`src/rtl/riscv_fetch_unit.sv`:
```
`default_nettype none
// ============================================================================
// Module      : riscv_fetch_unit
// Description : Instruction fetch unit. It holds the program counter and the
//               instruction register, and runs a single-outstanding
//               request/acknowledge handshake to instruction memory with a
//               timeout.
//   Ports:
//     clk, reset          - clock, synchronous active-high reset
//     pc_reset, pc_load   - PC reload / PC update requests (control unit)
//     pc_sel[1:0]         - next-PC source: 00 pc+4, 01 pc+imm, 10 imm, 11 hold
//     branch_imm[31:0]    - branch offset or absolute target
//     fetch_start         - one-cycle fetch request
//     imem_ack, imem_rdata- memory response
//     imem_req, imem_addr - memory request
//     pc, instr, opcode   - program counter, instruction register, instr[6:0]
//     fetch_done, busy    - completion pulse, fetch outstanding
//     fetch_err           - sticky error (timeout or misaligned target)
// Revision    : 1.0 - initial release
// ============================================================================
module riscv_fetch_unit #(
    parameter logic [31:0] RESET_VECTOR = 32'h00000000,
    parameter int          TIMEOUT      = 16
) (
    input  logic        clk,
    input  logic        reset,
    input  logic        pc_reset,
    input  logic        pc_load,
    input  logic [1:0]  pc_sel,
    input  logic [31:0] branch_imm,
    input  logic        fetch_start,
    input  logic        imem_ack,
    input  logic [31:0] imem_rdata,
    output logic        imem_req,
    output logic [31:0] imem_addr,
    output logic [31:0] pc,
    output logic [31:0] instr,
    output logic [6:0]  opcode,
    output logic        fetch_done,
    output logic        busy,
    output logic        fetch_err
);

    localparam logic [1:0] ST_IDLE = 2'd0;
    localparam logic [1:0] ST_REQ  = 2'd1;
    localparam logic [1:0] ST_DONE = 2'd2;

    localparam int CNT_W = $clog2(TIMEOUT + 1);

    localparam logic [31:0] c_nop = 32'h00000013;

    logic [1:0]       r_state;
    logic [CNT_W-1:0] r_cnt;
    logic [31:0]      w_next_pc;
    logic             w_cnt_last;
    logic             w_pc_window;

    // Next-PC selection; modulo-2^32 arithmetic falls out of the 32-bit add.
    always_comb begin
        w_next_pc = pc;
        case (pc_sel)
            2'b00:   w_next_pc = pc + 32'd4;
            2'b01:   w_next_pc = pc + branch_imm;
            2'b10:   w_next_pc = branch_imm;
            default: w_next_pc = pc;
        endcase
    end

    assign w_cnt_last  = (r_cnt == CNT_W'(TIMEOUT - 1));
    // PC may only move while no memory request is outstanding, so the
    // address presented to memory stays stable for the whole request.
    assign w_pc_window = (r_state != ST_REQ);

    always_ff @(posedge clk) begin
        if (reset) begin
            r_state   <= ST_IDLE;
            r_cnt     <= '0;
            pc        <= RESET_VECTOR;
            instr     <= c_nop;
            fetch_err <= 1'b0;
        end else begin
            // PC update; a fetch started in the same IDLE cycle picks up
            // the new PC because the request is issued from the next cycle.
            if (w_pc_window) begin
                if (pc_reset) begin
                    pc        <= RESET_VECTOR;
                    fetch_err <= 1'b0;
                end else if (pc_load) begin
                    if (w_next_pc[1:0] != 2'b00) begin
                        fetch_err <= 1'b1;
                    end else begin
                        pc <= w_next_pc;
                    end
                end
            end

            case (r_state)
                ST_IDLE: begin
                    if (fetch_start) begin
                        r_state <= ST_REQ;
                        r_cnt   <= '0;
                    end
                end
                ST_REQ: begin
                    // Acknowledge wins over a timeout in the same cycle.
                    if (imem_ack) begin
                        instr   <= imem_rdata;
                        r_state <= ST_DONE;
                    end else if (w_cnt_last) begin
                        fetch_err <= 1'b1;
                        r_state   <= ST_IDLE;
                    end else begin
                        r_cnt <= r_cnt + 1'b1;
                    end
                end
                ST_DONE: begin
                    r_state <= ST_IDLE;
                end
                default: begin
                    r_state <= ST_IDLE;
                end
            endcase
        end
    end

    assign imem_req   = (r_state == ST_REQ);
    assign busy       = (r_state == ST_REQ);
    assign fetch_done = (r_state == ST_DONE);
    assign imem_addr  = pc;
    assign opcode     = instr[6:0];

endmodule
`default_nettype wire

```
`config.mk`:
```
export PLATFORM = sky130hd
export DESIGN_NAME = riscv_fetch_unit
export DESIGN_NICKNAME = d
export VERILOG_FILES = /design/src/rtl/riscv_fetch_unit.sv
export SDC_FILE = /design/constraint.sdc
export NUM_CORES = 1
export LEC_CHECK = 0
export ABC_AREA = 1
export CORE_MARGIN = 4
export CORE_UTILIZATION = 26
export DETAILED_ROUTE_END_ITERATION = 10
export SYNTH_ARGS = -nofsm -noshare
export SYNTH_HDL_FRONTEND = slang
export SYNTH_SLANG_ARGS = --single-unit
```
`constraint.sdc`:
```
create_clock -name clk -period 2.05 [get_ports clk]
set_clock_uncertainty 0.1 [all_clocks]
set_input_delay 0.3075 -clock clk [delete_from_list [all_inputs] [get_ports clk]]
set_output_delay 0.3075 -clock clk [all_outputs]
set_load 0.05 [all_outputs]
```
==> impl_metrics.csv, run 1 <==
group,metric,value,unit
outcome,status,"complete, but fails checks",
outcome,violations,"setup timing",
worst_hold_path,min_to,"instr[1]$_SDFFE_PP1P_",
global_route,grt-ovfl-total,0,
floorplan,dieWidth,169.8,um
placement,portBuffers,178,
critical_path,path_buf_inv,4,
placement,placed_cells,1770,
routing,drc,0,
placement,dp_hpwl,20760,um
placement,place_congestion,0.9058,
final_layout,multiInputGateArea,0.004359,mm^2
global_route,grt_pass1_wl,41430,um
critical_path,path_cells,"ha_4, inv_2, fa_1, inv_1, o21ai_1, nand2_1, nand2_2, nand2_2, o22ai_4, o31ai_4, nor2_4, buf_6, clkbuf_16, nand2_2, a21oi_1",
worst_hold_path,hold_path.class,"primary input to flip-flop",
critical_path,criticalPathCategory,"flip-flop to flip-flop",
critical_path,critPathRequiredTime,2.22,ns
placement,place_area,0.009395,mm^2
logic_synthesis,synth_edf_count,0,
global_route,track_usage,0.1799,
critical_path,path_common_cell,"nand2_2",
final_layout,nets,1570,
sta,fin_crit_sh,1.178,
clock_network,clkTransAtPathRegs,0.06,ns
sta,drv_slew,0,
floorplan,die_area,0.02882,mm^2
clock_network,clock_path_buffers,2,
critical_path,r2r_start,"imem_addr[0]$_SDFFE_PP0P_",
critical_path,critical-path-max-stage-delay,0.48,ns
sta,rsz0062_at_grt,"true",
clock_network,cts_tree,"yes",
critical_path,regToRegEndpoint,"imem_addr[18]$_SDFFE_PP0P_",
logic_synthesis,synth_fp_nets,1315,
final_layout,finalNonFillerCells,1794,
worst_hold_path,holdCritStartpoint,"reset",
logic_synthesis,synthesis.instances,1204,
final_layout,fillers,2751,
routing,via_per_inst,4.595,
routing,wl_per_cell,14.76,um
sta,whs,0.3683,ns
final_layout,final_cell_mix,"418 x nand2_1, 189 x buf_4, 170 x inv_1",
final_layout,diodes,0,
sta,finalWorstSetupSlack,-0.3642,ns
logic_synthesis,synth-main-ff-cell,"dfxtp_1",
sta,setup_viol,32,
sta,slew_headroom,0.6367,
logic_synthesis,ys_ff_latch,72,
logic_synthesis,ys_types,48,
logic_synthesis,syn_area,0.006804,mm^2
logic_synthesis,syn_area_per_cell,5.651,um^2
sta,fin_crit,2.414,ns
routing,drtAntennaViolNets,0,
logic_synthesis,synthTopCellsByArea,"nand2_1 24%, dfxtp_1 21%, inv_1 9.4%, nor2_1 7.7%, nand3_1 7.6%",
routing,vias,8243,
sta,hold_viol,0,
clock_network,cts_sinks,72,
power,power.density,481.0,mW/mm^2
critical_path,cp_data_arrival_time,2.58,ns
logic_synthesis,synth_area_leader_cell,"nand2_1",
logic_synthesis,yosysSeqAreaShare,0.2118,
clock_network,root_buffer,"clkbuf_16",
floorplan,row_count,58,
critical_path,crit_fanout,7,
clock_network,worstSkewPairLatency,0.34,ns
job,cap_violations,0,
global_route,antenna_found_initial,0,
clock_network,htreeDepth,3,
critical_path,crit_slowest_cell,"fa_1",
final_layout,final_area,0.009921,mm^2
worst_hold_path,hold_path_depth,4,
sta,max_freq,0.4142,GHz
clock_network,numCtsBuffers,9,
sta,tightestPinTransition,0.5433,ns
critical_path,ff2ff_setup_slack,-0.36,ns
power,ir_drop,0.4159,mV
critical_path,worst_r2r_path_depth,15,
floorplan,ios,179,
global_route,grt_pass1_vias,7967,
logic_synthesis,yosys_warnings,0,
floorplan,die_h,169.8,um
final_layout,drive_gt1_frac,0.1810,
logic_synthesis,ys_async_sr_fraction,0,
global_route,grt_start_max_net_pins,37,
logic_synthesis,synth.top_cell.area_share,0.2383,
floorplan,core,0.02547,mm^2
critical_path,crit_path_end_kind,"flip-flop",
critical_path,start_kind,"flip-flop",
critical_path,crit_family,"adder cells",
final_layout,area_delta_synth_final,45.81,%
routing,drt_iter0_drc,508,
power,leakage,5.113,nW
final_layout,seqCellArea,0.001449,mm^2
routing,drt_wl_total,26480,um
routing,firstDrtPassIters,5,
final_layout,final_common_cell,"nand2_1",
floorplan,start_util,0.2671,
-- routing by layer --
layer  track usage  vias to the layer above  wire length (um)
met5             0                        -                 0
met4       0.06825                        0               858
met3       0.03890                       46              2025
met2        0.2883                      289             11750
met1        0.2370                     3673             11850
li1              -                     4235                 -
-- cells by family (layout without fill, tap and decap cells) --
group,after synthesis,count (layout),synth area share
compound gates,125,125,0.1041
xor+xnor,4,4,0.005150
fa+ha+maj,39,39,0.07282
simple gates,723,723,0.4437
flops,72,72,0.2118
buf+inv,241,501,0.1624
-- state kept, by name, indices dropped and copies added, names as in the netlist --
name	flops
fetch_err	1
imem_addr	32
instr	32
r_cnt	5
r_state	2
-- what timing repair did --
action / in CTS / in global routing
setup endpoints to repair: 34 / 36
resized for setup: 9 / 22
buffers inserted: 5 / 1
hold buffers: 0 / 0
pin swaps: 2 / 12
gates cloned: 2 / 1
-- stage by stage --
stage	total power, mW	setup WS, ns	TNS, ns	util
final	4.772	-0.3642	-9.819	0.3895
after floorplan	2.402	-0.2471	-7.271	-
after global placement	3.003	-0.7351	-22.52	0.3688
after global routing	4.981	-0.5078	-14.95	0.3895
after detailed placement	3.004	-0.7894	-24.44	0.3688
after CTS	4.770	-0.3954	-11.13	0.3853
-- tightest hold or removal path: cells and delay by family --
kind / cells / cell delay [ns]
buffers and inverters: 3 / 0.34
AND/OR/NAND/NOR: 1 / 0.11
-- cells in the mapped netlist, drive strengths merged (2+ instances only) --
cell type,n
nand3,105
nand3b,5
a21o,2
nand2,433
o211ai,3
a31oi,2
o22ai,3
clkbuf,17
o21ai,43
dfxtp,72
ha,38
a21boi,4
buf,50
nand4,9
nor3,15
nor2,144
or2,9
a21oi,58
xor2,3
o221ai,2
and2,2
o21bai,4
inv,172
-- worst max-delay path by stage --
stage                         startpoint                    endpoint  cells after the start
4_1_cts        imem_addr[0]$_SDFFE_PP0P_  imem_addr[25]$_SDFFE_PP0P_                     15
2_1_floorplan  imem_addr[0]$_SDFFE_PP0P_  imem_addr[10]$_SDFFE_PP0P_                     14
5_1_grt        imem_addr[0]$_SDFFE_PP0P_   imem_addr[8]$_SDFFE_PP0P_                     15
3_3_place_gp               branch_imm[0]  imem_addr[22]$_SDFFE_PP0P_                     14
6_report       imem_addr[0]$_SDFFE_PP0P_  imem_addr[18]$_SDFFE_PP0P_                     15
3_5_place_dp               branch_imm[0]  imem_addr[25]$_SDFFE_PP0P_                     15
-- cell type report --
cell class,instances,area share
Clock inverter,6,0.008450
Multi-Input combinational cell,891,0.4394
Timing Repair Buffer,312,0.2759
Inverter,173,0.06546
Clock buffer,10,0.02308
Sequential cell,72,0.1460
Tap cell,330,0.04162
-- power breakdown --
group          internal [mW]  total (mW)  switching (mW)  leakage (nW)
registers               1.46        1.50          0.0369         0.587
logic                  0.625        1.56           0.938          4.37
clock network           1.06        1.71           0.651         0.156
total                   3.15        4.77            1.63          5.11
(Power assumes the default switching activity.)
==> inputs of run 2 (changes only) <==
- CORE_ASPECT_RATIO: unset -> 1.1
- PLACE_DENSITY_LB_ADDON: unset -> 0.2
==> run 2 against run 1 <==
The flow still finishes with violations (setup timing). Clock-buffer cell count unchanged. Maximum frequency is 2.7% higher. Total power is 1.1% lower.
==> impl_metrics.csv, run 2 (same netlist as run 1, synthesis figures left out) <==
group,metric,value,unit
outcome,status,"complete, but fails checks",
outcome,violations,"setup timing",
clock_network,holdBufCountCts,0,
critical_path,r2r_start,"imem_addr[0]$_SDFFE_PP0P_",
floorplan,die_h,177.7,um
global_route,grt_util_met2,0.3145,
routing,drt_wl_total,27560,um
clock_network,clock_path_buffers,2,
floorplan,ios,179,
critical_path,crit_fanout,6,
sta,rsz0062_at_grt,"true",
floorplan,core,0.02557,mm^2
floorplan,start_util,0.2661,
global_route,track_usage,0.1868,
sta,setup_viol,30,
final_layout,final_cell_mix,"418 x nand2_1, 205 x buf_4, 170 x inv_1",
final_layout,final_common_cell,"nand2_1",
sta,max_freq,0.4253,GHz
placement,placed_cells,1803,
routing,via_per_inst,4.495,
placement,portBuffers,178,
global_route,grt_busiest_layer,"met2",
global_route,grtUsageMet1,0.2423,
global_route,grt_pass1_vias,8097,
power,power.density,470.4,mW/mm^2
final_layout,area_delta_synth_final,47.43,%
power,leakage,5.117,nW
clock_network,numCtsBuffers,9,
final_layout,nets,1585,
power,p_total,4.718,mW
critical_path,critPathRequiredTime,2.23,ns
floorplan,row_count,61,
worst_hold_path,hold_path.class,"flip-flop to flip-flop",
power,ir_drop,0.3366,mV
job,cap_violations,0,
sta,tns,-8.157,ns
global_route,grt-ovfl-total,0,
final_layout,seqCellArea,0.001449,mm^2
final_layout,multiInputGateArea,0.004370,mm^2
global_route,grt_util_met3,0.03624,
clock_network,worstSkewPairLatency,0.34,ns
sta,finalWorstSetupSlack,-0.3015,ns
final_layout,fillers,2803,
critical_path,worst_r2r_path_depth,15,
critical_path,ff2ff_setup_slack,-0.30,ns
floorplan,dieWidth,162.2,um
clock_network,cts_tree,"yes",
routing,drc,0,
global_route,antenna_found_initial,0,
global_route,grt_pass1_wl,42640,um
routing,vias,8204,
sta,fin_crit_sh,1.147,
routing,wl_per_cell,15.10,um
sta,slew_headroom,0.6405,
placement,place_congestion,0.8982,
critical_path,crit_path_end_kind,"flip-flop",
sta,tightestPinTransition,0.5375,ns
placement,dp_hpwl,21860,um
final_layout,diodes,0,
critical_path,criticalPathCategory,"flip-flop to flip-flop",
clock_network,root_buffer,"clkbuf_16",
critical_path,crit_end,"imem_addr[28]$_SDFFE_PP0P_",
critical_path,start_kind,"flip-flop",
clock_network,cts_sinks,72,
critical_path,cp-startpoint,"imem_addr[0]$_SDFFE_PP0P_",
critical_path,regToRegEndpoint,"imem_addr[28]$_SDFFE_PP0P_",
sta,fin_crit,2.351,ns
routing,firstDrtPassIters,5,
global_route,grt_start_max_net_pins,37,
routing,drt_iter0_drc,432,
clock_network,htreeDepth,3,
final_layout,finalNonFillerCells,1825,
final_layout,drive_gt1_frac,0.1941,
critical_path,cp_data_arrival_time,2.53,ns
sta,hold_viol,0,
sta,drv_slew,0,
sta,whs,0.3871,ns
clock_network,clkTransAtPathRegs,0.07,ns
floorplan,die_area,0.02882,mm^2
routing,drtAntennaViolNets,0,
==> run 2: worst min path at each step <==
stage | depth (start not counted) | start | end
floorplan | 2 | imem_rdata[0] | instr[0]$_SDFFE_PP1P_
global placement | 2 | r_cnt[0]$_SDFFE_PP0P_ | r_cnt[0]$_SDFFE_PP0P_
detailed placement | 2 | instr[4]$_SDFFE_PP1P_ | instr[4]$_SDFFE_PP1P_
CTS | 4 | reset | instr[0]$_SDFFE_PP1P_
global route | 2 | r_cnt[0]$_SDFFE_PP0P_ | r_cnt[0]$_SDFFE_PP0P_
finish | 2 | r_cnt[1]$_SDFFE_PP0P_ | r_cnt[1]$_SDFFE_PP0P_
==> run 2: timing repair <==
action / in CTS / in global routing
resized for setup: 13 / 27
endpoints found under the setup margin: 34 / 32
pin swaps: 2 / 8
gates cloned: 2 / 0
buffers inserted: 6 / 1
==> run 2: critical path, stage by stage, from the launching register on <==
cell     delay, ns
dfxtp_4       0.36
ha_4          0.13
inv_2         0.03
fa_1          0.47
inv_1         0.04
o21ai_1       0.10
nand2_1       0.08
nand2_2       0.08
nand2_2       0.06
o22ai_4       0.14
o31ai_4       0.12
nor2_4        0.12
buf_6         0.15
buf_12        0.14
nand2_4       0.05
a21oi_2       0.12
==> run 2: report_power, final <==
group / internal, mW / switching [mW] / leakage, nW
Combinational: 0.633 / 0.951 / 4.39
Sequential: 1.46 / 0.0370 / 0.587
Clock: 0.951 / 0.688 / 0.139
==> run 2: area by class of cell <==
cell class	count	area share
repair buffers	327	0.2824
clock inverters	6	0.006736
flip-flops and latches	72	0.1444
well taps	346	0.04316
multi-input cells	891	0.4357
inverters	173	0.06474
clock buffers	10	0.02283
==> run 2: layer usage <==
layer	up-vias	wire length [um]
met5	-	0
met3	33	1601
li1	4271	-
met4	0	603
met1	3674	12750
met2	226	12610
==> run 2: through the flow <==
stage | setup slack, ns | utilization | instance area [um^2]
after floorplan | -0.2471 | - | 6843
after global placement | -0.7738 | 0.3741 | 9565
after detailed placement | -0.8173 | 0.3741 | 9565
after CTS | -0.3755 | 0.3900 | 9972
after global routing | -0.4547 | 0.3923 | 10030
final | -0.3015 | 0.3923 | 10030
==> inputs of run 3 (changes only) <==
- CORE_ASPECT_RATIO: 1.1 -> unset
==> run 3 against run 2 <==
The run still ends with setup timing left. Utilization shrank 0.47 points. Total power shrank 3.3%. First-iteration DRC count grew 5.8%. Global-route usage grew 0.074 points. Sequential cell count is the same. Sequential share of layout area grew 0.23 points. Non-clock buffer count shrank 11. Largest cell class unchanged. Largest power group is now combinational cells.
==> impl_metrics.csv, run 3 (same netlist as run 1, synthesis figures left out) <==
group,metric,value,unit
outcome,status,"complete, but fails checks",
outcome,violations,"setup timing",
sta,max_freq,0.4262,GHz
clock_network,worstSkewPairLatency,0.34,ns
placement,dp_hpwl,21720,um
floorplan,ios,179,
floorplan,dieWidth,169.8,um
routing,drtAntennaViolNets,0,
routing,firstDrtPassIters,5,
final_layout,nets,1574,
final_layout,diodes,0,
sta,tightestPinTransition,0.5398,ns
final_layout,fillers,2839,
routing,drt_iter0_drc,457,
floorplan,row_count,58,
job,cap_violations,0,
sta,fin_crit_sh,1.145,
routing,vias,8104,
power,leakage,5.037,nW
sta,hold_viol,0,
sta,finalWorstSetupSlack,-0.2966,ns
floorplan,start_util,0.2671,
routing,via_per_inst,4.507,
power,power.density,462.2,mW/mm^2
final_layout,drive_gt1_frac,0.1928,
sta,drv_slew,0,
clock_network,holdBufCountCts,0,
placement,portBuffers,178,
final_layout,final_cell_mix,"417 x nand2_1, 196 x buf_4, 169 x inv_1",
worst_hold_path,hold_path.class,"primary input to flip-flop",
global_route,track_usage,0.1875,
routing,drc,0,
clock_network,clock_path_buffers,2,
routing,drt_wl_total,27110,um
sta,setup_viol,30,
placement,place_ws,-0.7813,ns
final_layout,finalNonFillerCells,1798,
placement,placed_cells,1778,
clock_network,root_buffer,"clkbuf_16",
floorplan,die_h,169.8,um
floorplan,die_area,0.02882,mm^2
clock_network,numCtsBuffers,9,
power,ir_drop,0.3566,mV
clock_network,cts_tree,"yes",
clock_network,htreeDepth,3,
placement,place_area,0.009475,mm^2
global_route,grt_start_max_net_pins,37,
critical_path,cp_data_arrival_time,2.45,ns
placement,place_congestion,0.8989,
sta,slew_headroom,0.6390,
global_route,grt_pass1_wl,42880,um
final_layout,final_area,0.009873,mm^2
floorplan,core,0.02547,mm^2
routing,wl_per_cell,15.08,um
clock_network,clkTransAtPathRegs,0.06,ns
power,p_total,4.563,mW
sta,fin_crit,2.347,ns
final_layout,area_delta_synth_final,45.11,%
critical_path,start_kind,"flip-flop",
sta,tns,-8.169,ns
clock_network,cts_sinks,72,
critical_path,crit_fanout,30,
global_route,grt-ovfl-total,0,
final_layout,final_common_cell,"nand2_1",
sta,rsz0062_at_grt,"true",
critical_path,critPathRequiredTime,2.15,ns
global_route,antenna_found_initial,0,
global_route,grt_pass1_vias,7902,
critical_path,criticalPathCategory,"flip-flop to flip-flop",
critical_path,crit_path_end_kind,"flip-flop",
==> run 3: final timing paths <==
check                                 start                          to  slack, ns  cells after the start
hold / removal                        reset       instr[1]$_SDFFE_PP1P_       0.37                      4
setup / recovery  imem_addr[0]$_SDFFE_PP0P_  imem_addr[23]$_SDFFE_PP0P_      -0.30                     14
setup reg to reg  imem_addr[0]$_SDFFE_PP0P_  imem_addr[23]$_SDFFE_PP0P_      -0.30                     14
hold reg to reg       instr[1]$_SDFFE_PP1P_       instr[1]$_SDFFE_PP1P_       0.39                      2
==> run 3: area by class of cell <==
cell class,instances,area [um^2],area share
tap,330,412.9,0.04182
inverter,173,649.4,0.06577
multi-input combinational,891,4373,0.4429
sequential,72,1449,0.1467
clock inverter,3,17.52,0.001774
timing repair buffer,316,2711,0.2746
clock buffer,13,260.3,0.02636
==> run 3: metal layers <==
metal  vias up  track usage  wire length (um)
li1       4248            -                 -
met1      3622       0.2562             12960
met2       216       0.3033             12170
met3        18      0.04100              1672
met4         0      0.04235               306
met5         -            0                 0
==> run 3: timing repair <==
item                                    CTS  global route
buffers inserted                          5             2
gates cloned                              1             0
endpoints found under the setup margin   32            34
gates resized for setup                  19            23
endpoints found under the hold margin     0             0
pin swaps                                 3             7
==> run 3: where the power goes <==
part	total [mW]	switching, mW	internal [mW]
combinational	1.55	0.936	0.611
sequential	1.50	0.0368	1.46
clock	1.52	0.637	0.883
==> run 3: critical path, cell delays in order, from the launching register on <==
cell and delay [ns]:
dfxtp_4 0.36, ha_4 0.13, inv_2 0.03, fa_1 0.48, inv_1 0.05, o21ai_2 0.10, nand2_1 0.06, nand2_1 0.08
nand2_1 0.06, o22ai_2 0.15, o31ai_4 0.12, buf_4 0.15, buf_12 0.17, nand2_1 0.08, a21oi_1 0.06
==> run 3: through the flow <==
step	utilization	hold slack, ns
6_report	0.3876	0.3745
4_1_cts	0.3862	0.3699
5_1_grt	0.3876	0.4082
3_3_place_gp	0.3720	0.3747
3_5_place_dp	0.3720	0.3718
2_1_floorplan	-	0.3344
